--- src/rtl/tft_frame_engine.sv ---
// tft_frame_engine: pixel-clock divider, raster timing, VRAM pixel fetch,
// clear/user-write arbitration, panel power sequencing and backlight PWM.
module tft_frame_engine #(
  parameter int H_RES     = 480,
  parameter int V_RES     = 272,
  parameter int H_BLANK   = 45,
  parameter int V_BLANK   = 16,
  parameter int CLK_DIV   = 5,
  parameter int BPC       = 3,
  parameter int XY_W      = 12,
  parameter int ADDR_W    = 17,
  parameter int PWR_DELAY = 1024,
  parameter logic [3*BPC-1:0] CLEAR_COLOR = '0
) (
  input  logic              cclk,
  input  logic              rst,
  input  logic              wr_ena,
  input  logic [XY_W-1:0]   wr_x,
  input  logic [XY_W-1:0]   wr_y,
  input  logic [3*BPC-1:0]  wr_data,
  input  logic              clear_req,
  output logic              clear_busy,
  output logic              clear_done,
  output logic              vram_we,
  output logic [ADDR_W-1:0] vram_waddr,
  output logic [3*BPC-1:0]  vram_wdata,
  output logic [ADDR_W-1:0] vram_raddr,
  input  logic [3*BPC-1:0]  vram_rdata,
  input  logic [7:0]        backlight_duty,
  output logic              tft_clk,
  output logic              tft_vdd,
  output logic              tft_display,
  output logic              tft_backlight,
  output logic              tft_data_ena,
  output logic [7:0]        tft_red,
  output logic [7:0]        tft_green,
  output logic [7:0]        tft_blue,
  output logic [XY_W-1:0]   x,
  output logic [XY_W-1:0]   y,
  output logic              new_frame
);

  localparam int PW    = 3 * BPC;
  localparam int DIV_W = $clog2(CLK_DIV);
  localparam int PWR_W = $clog2(PWR_DELAY + 1);

  localparam logic [DIV_W-1:0]  DIV_LAST = DIV_W'(CLK_DIV - 1);
  localparam logic [DIV_W-1:0]  DIV_HALF = DIV_W'(CLK_DIV / 2);
  localparam logic [DIV_W-1:0]  DIV_LOAD = DIV_W'(1);
  localparam logic [XY_W-1:0]   H_ACT    = XY_W'(H_RES);
  localparam logic [XY_W-1:0]   V_ACT    = XY_W'(V_RES);
  localparam logic [XY_W-1:0]   H_LAST   = XY_W'(H_RES + H_BLANK - 1);
  localparam logic [XY_W-1:0]   V_LAST   = XY_W'(V_RES + V_BLANK - 1);
  localparam logic [ADDR_W-1:0] H_MUL    = ADDR_W'(H_RES);
  localparam logic [ADDR_W-1:0] CLR_LAST = ADDR_W'(H_RES * V_RES - 1);
  localparam logic [PWR_W-1:0]  PWR_LAST = PWR_W'(PWR_DELAY - 1);

  typedef enum logic [1:0] {P_OFF, P_VDD, P_DISP, P_RUN} pwr_state_t;
  typedef enum logic       {C_IDLE, C_CLEAR}             clr_state_t;

  logic [DIV_W-1:0] div_cnt;
  logic [DIV_W-1:0] div_next;
  logic             tick;
  logic             active;
  logic [PWR_W-1:0] pwr_cnt;
  logic [7:0]       pwm_cnt;
  pwr_state_t       pwr_state;
  clr_state_t       clr_state;

  // Replicate a BPC-bit channel across 8 bits, MSB first (3'b101 -> 8'hB6).
  function automatic logic [7:0] expand(input logic [BPC-1:0] c);
    logic [7:0] r;
    r = '0;
    for (int unsigned i = 0; i < 8; i++)
      r[7-i] = c[BPC-1-(i % BPC)];
    return r;
  endfunction

  assign div_next = (div_cnt == DIV_LAST) ? '0 : div_cnt + DIV_W'(1);
  assign tick     = (div_cnt == DIV_LAST);
  assign active   = (x < H_ACT) && (y < V_ACT);

  // Read address follows the raster directly so data returns by div_cnt==1.
  assign vram_raddr = active ? (ADDR_W'(y) * H_MUL + ADDR_W'(x)) : '0;

  assign tft_backlight = (pwr_state == P_RUN) && (pwm_cnt < backlight_duty);

  // Pixel divider, pixel clock and raster counters.
  always_ff @(posedge cclk) begin
    if (rst) begin
      div_cnt   <= '0;
      tft_clk   <= 1'b0;
      x         <= '0;
      y         <= '0;
      new_frame <= 1'b0;
    end else begin
      div_cnt   <= div_next;
      // tft_clk is registered from the next divider value so it is high
      // exactly in the cycles where div_cnt > CLK_DIV/2.
      tft_clk   <= (div_next > DIV_HALF);
      new_frame <= tick && (x == H_LAST) && (y == V_LAST);
      if (tick) begin
        if (x == H_LAST) begin
          x <= '0;
          y <= (y == V_LAST) ? '0 : y + XY_W'(1);
        end else begin
          x <= x + XY_W'(1);
        end
      end
    end
  end

  // Panel data register, loaded once per pixel period after VRAM read data settles.
  always_ff @(posedge cclk) begin
    if (rst) begin
      tft_data_ena <= 1'b0;
      tft_red      <= '0;
      tft_green    <= '0;
      tft_blue     <= '0;
    end else if (div_cnt == DIV_LOAD) begin
      tft_data_ena <= active && tft_display;
      tft_red      <= active ? expand(vram_rdata[PW-1 -: BPC])    : '0;
      tft_green    <= active ? expand(vram_rdata[2*BPC-1 -: BPC]) : '0;
      tft_blue     <= active ? expand(vram_rdata[BPC-1:0])        : '0;
    end
  end

  // Power sequencer: OFF -> VDD -> DISP -> RUN, PWR_DELAY cycles per step.
  always_ff @(posedge cclk) begin
    if (rst) begin
      pwr_state   <= P_OFF;
      pwr_cnt     <= '0;
      tft_vdd     <= 1'b0;
      tft_display <= 1'b0;
    end else if (pwr_state != P_RUN) begin
      if (pwr_cnt == PWR_LAST) begin
        pwr_cnt <= '0;
        case (pwr_state)
          P_OFF: begin
            pwr_state <= P_VDD;
            tft_vdd   <= 1'b1;
          end
          P_VDD: begin
            pwr_state   <= P_DISP;
            tft_display <= 1'b1;
          end
          default: pwr_state <= P_RUN;
        endcase
      end else begin
        pwr_cnt <= pwr_cnt + PWR_W'(1);
      end
    end
  end

  // Free-running backlight PWM counter.
  always_ff @(posedge cclk) begin
    if (rst) pwm_cnt <= '0;
    else     pwm_cnt <= pwm_cnt + 8'd1;
  end

  // Clear sequencer and user-write arbitration on the VRAM write port.
  always_ff @(posedge cclk) begin
    if (rst) begin
      clr_state  <= C_IDLE;
      clear_busy <= 1'b0;
      clear_done <= 1'b0;
      vram_we    <= 1'b0;
      vram_waddr <= '0;
      vram_wdata <= '0;
    end else begin
      clear_done <= 1'b0;
      case (clr_state)
        C_IDLE: begin
          if (clear_req) begin
            clr_state  <= C_CLEAR;
            clear_busy <= 1'b1;
            vram_we    <= 1'b1;
            vram_waddr <= '0;
            vram_wdata <= CLEAR_COLOR;
          end else if (wr_ena && (wr_x < H_ACT) && (wr_y < V_ACT)) begin
            vram_we    <= 1'b1;
            vram_waddr <= ADDR_W'(wr_y) * H_MUL + ADDR_W'(wr_x);
            vram_wdata <= wr_data;
          end else begin
            vram_we <= 1'b0;
          end
        end
        C_CLEAR: begin
          // vram_waddr doubles as the clear pointer: it holds the address
          // being written this cycle.
          if (vram_waddr == CLR_LAST) begin
            clr_state  <= C_IDLE;
            clear_busy <= 1'b0;
            clear_done <= 1'b1;
            vram_we    <= 1'b0;
          end else begin
            vram_waddr <= vram_waddr + ADDR_W'(1);
          end
        end
      endcase
    end
  end

endmodule

--- config.mk ---
export PLATFORM = sky130hd
export DESIGN_NAME = tft_frame_engine
export DESIGN_NICKNAME = d
export VERILOG_FILES = /design/src/rtl/tft_frame_engine.sv
export SDC_FILE = /design/constraint.sdc
export NUM_CORES = 1
export LEC_CHECK = 0
export ABC_AREA = 1
export CAP_MARGIN = 20
export CORE_MARGIN = 1.5
export CORE_UTILIZATION = 35
export CTS_CLUSTER_DIAMETER = 100
export DETAILED_ROUTE_END_ITERATION = 8
export GPL_TIMING_DRIVEN = 1
export PLACE_DENSITY = 0.58
export SYNTH_ARGS = -nofsm -noshare
export SYNTH_HDL_FRONTEND = slang
export SYNTH_SLANG_ARGS = --single-unit
--- constraint.sdc ---
create_clock -name cclk -period 6.2 [get_ports cclk]
set_clock_uncertainty 0.2 [all_clocks]
set_input_delay 1.55 -clock cclk [delete_from_list [all_inputs] [get_ports cclk]]
set_output_delay 1.55 -clock cclk [all_outputs]
set_load 0.01 [all_outputs]
==> results.yml <==
outcome:
  status: "complete, no violations"
synth:
  ys_seq_area_share_pct: 24.0
  yosysTopAreaCell: "dfxtp_1"
  syn_area_sq_um: 7680
  synth_nets: 1249
  synthTopCellsByArea: "dfxtp_1 (24%), nand2_1 (11%), ha_1 (11%)"
  syn_avg_cell_area_sq_um: 7.03
  yosysTopAreaCellShare_pct: 24.0
  synth_common_cells: "nand2_1 (229), inv_1 (184), nor2_1 (96)"
  synth_edf_count: 0
  ys.flop_type: "dfxtp_1"
  synth.most_common_cell: "nand2_1"
  async_flop_share_pct: 0
  syn_inst: 1093
  ys_types: 46
  yosysWarnings: 0
  ys_seq_elements: 92
hold_path:
  hold_path_class: "register to register"
placed_design:
  port_buffers: 153
  hpwlAfterDp_microns: 16200
  gp_congestion: 0.859
  post_dp_cell_area_sq_um: 9410
floorplan:
  core_region_area_sq_um: 21700
  rows: 54
  die_h_microns: 151
  initial_utilization_pct: 35.4
  die_width_microns: 151
  io_pins: 154
  die_area_sq_um: 22900
critical_path:
  worst-path-max-fanout: 6
  required_ns: 4.45
  cp.arrival_ns: 4.10
  endpoint_kind: "output port"
  r2r_setup_slack_ns: 3.36
  cpMostUsedCell: "inv_1"
  start_kind: "register"
  crit_path_cell_trace: "inv_1 > fa_1 > fa_1 > inv_1 > ha_2 > a21oi_2 > nand2_1 > xor2_1 > ha_1 > inv_1 > o21ai_0 > nor2_1 > a21oi_1 > nor3_1 > clkdlybuf4s50_1"
  crit_type: "register to output port"
  critical-path-slowest-cell: "clkdlybuf4s50_1"
  cpPeakStageDelay_ns: 0.58
final_layout:
  nets: 1389
  fill_cells: 2214
  drive_gt1_share_pct: 5.82
  postLayoutCellArea_sq_um: 9780
  regArea_sq_um: 1840
  diodes: 0
  areaGrowthSynthToFinish_pct: 27.3
  multi_input_area_sq_um: 4940
cts:
  ctsHoldBuffers: 0
  clock_latency_ns: 0.35
  cts.clk_slew.worst_paths_ns: 0.07
  htreeDepth: 3
  cts.sinks: 92
  post_cts_buffers: 0
  max-clock-path-buffers: 2
  cts_tree: "done"
  cts-root-buf: "clkbuf_16"
  numCtsBuffers: 9
power:
  clockPowerShare_pct: 31.5
  p_int_mw: 1.27
  share_comb_of_total_power_pct: 34.3
  p_per_area_nw_per_um2: 198
  p_sw_mw: 0.667
  power_mw: 1.93
  total_leakage_power_nw: 4.47
  swShare_pct: 34.5
  p_seq_share_pct: 34.2
  ir_drop_uv: 113
detailed_routing:
  routedWlPerCell_microns: 13.2
  postRouteAntennaNets: 0
  wirelength_microns: 20000
  drc: 0
  firstDrtPassIters: 4
  drt_iter0_markers: 298
  via_count: 7193
  viasPerCell: 4.74
sta:
  hold_viol: 0
  fin_crit_sh_pct: 94.4
  setup_viol: 0
  maxSlewHeadroom_pct: 51.7
  fmaxAchievable_ghz: 0.171
  tightest_slew_ns: 0.724
  rsz0062_at_grt: "no"
  min_period_ns: 5.85
  slew_viol_final: 0
global_routing:
  antenna_found_initial: 0
  grt_pass1_wl_microns: 33200
  grt_use_total_pct: 18.1
  overflow: 0
  grt_max_degree: 37
  grt_pass1_vias: 6820
job:
  cap_viol_max_count: 0
-- logic make-up (layout without fill, tap and decap cells) --
kind of cell,after synthesis,after routing,synth area share (%)
and+or+nand+nor,471,471,27.8
buffers and inverters,222,366,12.0
AOI/OAI and AO/OA,177,177,12.7
adders and majority gates,102,102,20.1
DFF,92,92,24.0
xor gates and xnor gates,29,29,3.31
-- power groups by stage --
stage | Combinational [mW] | Sequential (mW) | Clock [mW]
global route | 0.761 | 0.667 | 0.652
finish | 0.664 | 0.662 | 0.609
CTS | 0.670 | 0.662 | 0.629
global placement | 0.661 | 0.674 | 0
detailed placement | 0.667 | 0.675 | 0
floorplan | 0.465 | 0.673 | 0
-- final cells by class --
class | count | area share, %
clock buffers | 9 | 2.30
clock inverters | 6 | 0.985
inverters | 189 | 7.25
multi-input cells | 779 | 50.5
flip-flops and latches | 92 | 18.9
well taps | 280 | 3.58
repair buffers | 162 | 16.5
-- cells in the final DEF, fill, tap and decap left out, types with 8 or more instances in the layout --
master	instances
a21oi_1	74
a31oi_1	14
buf_4	9
clkbuf_16	9
clkdlybuf4s50_1	148
dfxtp_1	90
fa_1	35
ha_1	64
inv_1	183
nand2_1	229
nand2_2	8
nand3_1	54
nand3b_1	9
nand4_1	16
nor2_1	94
nor3_1	28
o21ai_0	53
o21ai_1	10
xnor2_1	8
xor2_1	21
-- registers in the layout, summed over array words and instances, names as in the netlist, 2 cells and up --
register / count
div_cnt: 3
vram_waddr: 17
pwr_state: 2
tft_green: 3
vram_wdata: 9
tft_red: 3
x: 12
y: 12
tft_blue: 3
pwm_cnt: 8
pwr_cnt: 11
-- repair_timing --
action                     4_1_cts  5_1_grt
pin swaps                        0        0
gates resized for setup          8        6
setup endpoints to repair        3        5
-- path summary, 6_finish.rpt --
path / to / cells past startpoint / from
worst max-delay path: vram_raddr[11] / 15 / y[1]
worst min-delay path: vram_wdata[4] / 2 / vram_wdata[4]
worst max register to register: vram_waddr[3] / 6 / clr_state
worst min register to register: vram_wdata[4] / 2 / vram_wdata[4]
-- routing by layer --
layer / up-vias / track usage (%) / routed length, microns
met5: - / 0 / 0
met2: 99 / 32.2 / 9890
li1: 3775 / - / -
met4: 0 / 3.35 / 164
met3: 12 / 2.53 / 587
met1: 3307 / 23.5 / 9360
-- through the flow --
stage / utilization [%] / setup slack (ns) / setup TNS [ns] / hold WS, ns / instances
finish: 45.1 / 0.347 / 0 / 0.261 / 1517
global route: 45.1 / 0.00218 / 0 / 0.281 / 1517
CTS: 45.0 / -0.0125 / -0.0125 / 0.264 / 1516
detailed placement: 43.4 / 0.215 / 0 / 0.252 / 1501
global placement: 43.4 / 0.267 / 0 / 0.248 / 1501
floorplan: - / 0.808 / 0 / 0.230 / 1093
-- worst max-delay path: cells and delay by family, from the launching register on --
family                     cells  cell delay (ns)
AOI/OAI and AO/OA              3             0.33
xor gates and xnor gates       1             0.16
adders and majority gates      4             1.64
buffers and inverters          4             0.80
DFF                            1             0.38
and+or+nand+nor                3             0.46
Power figures use the tool's default switching activity.
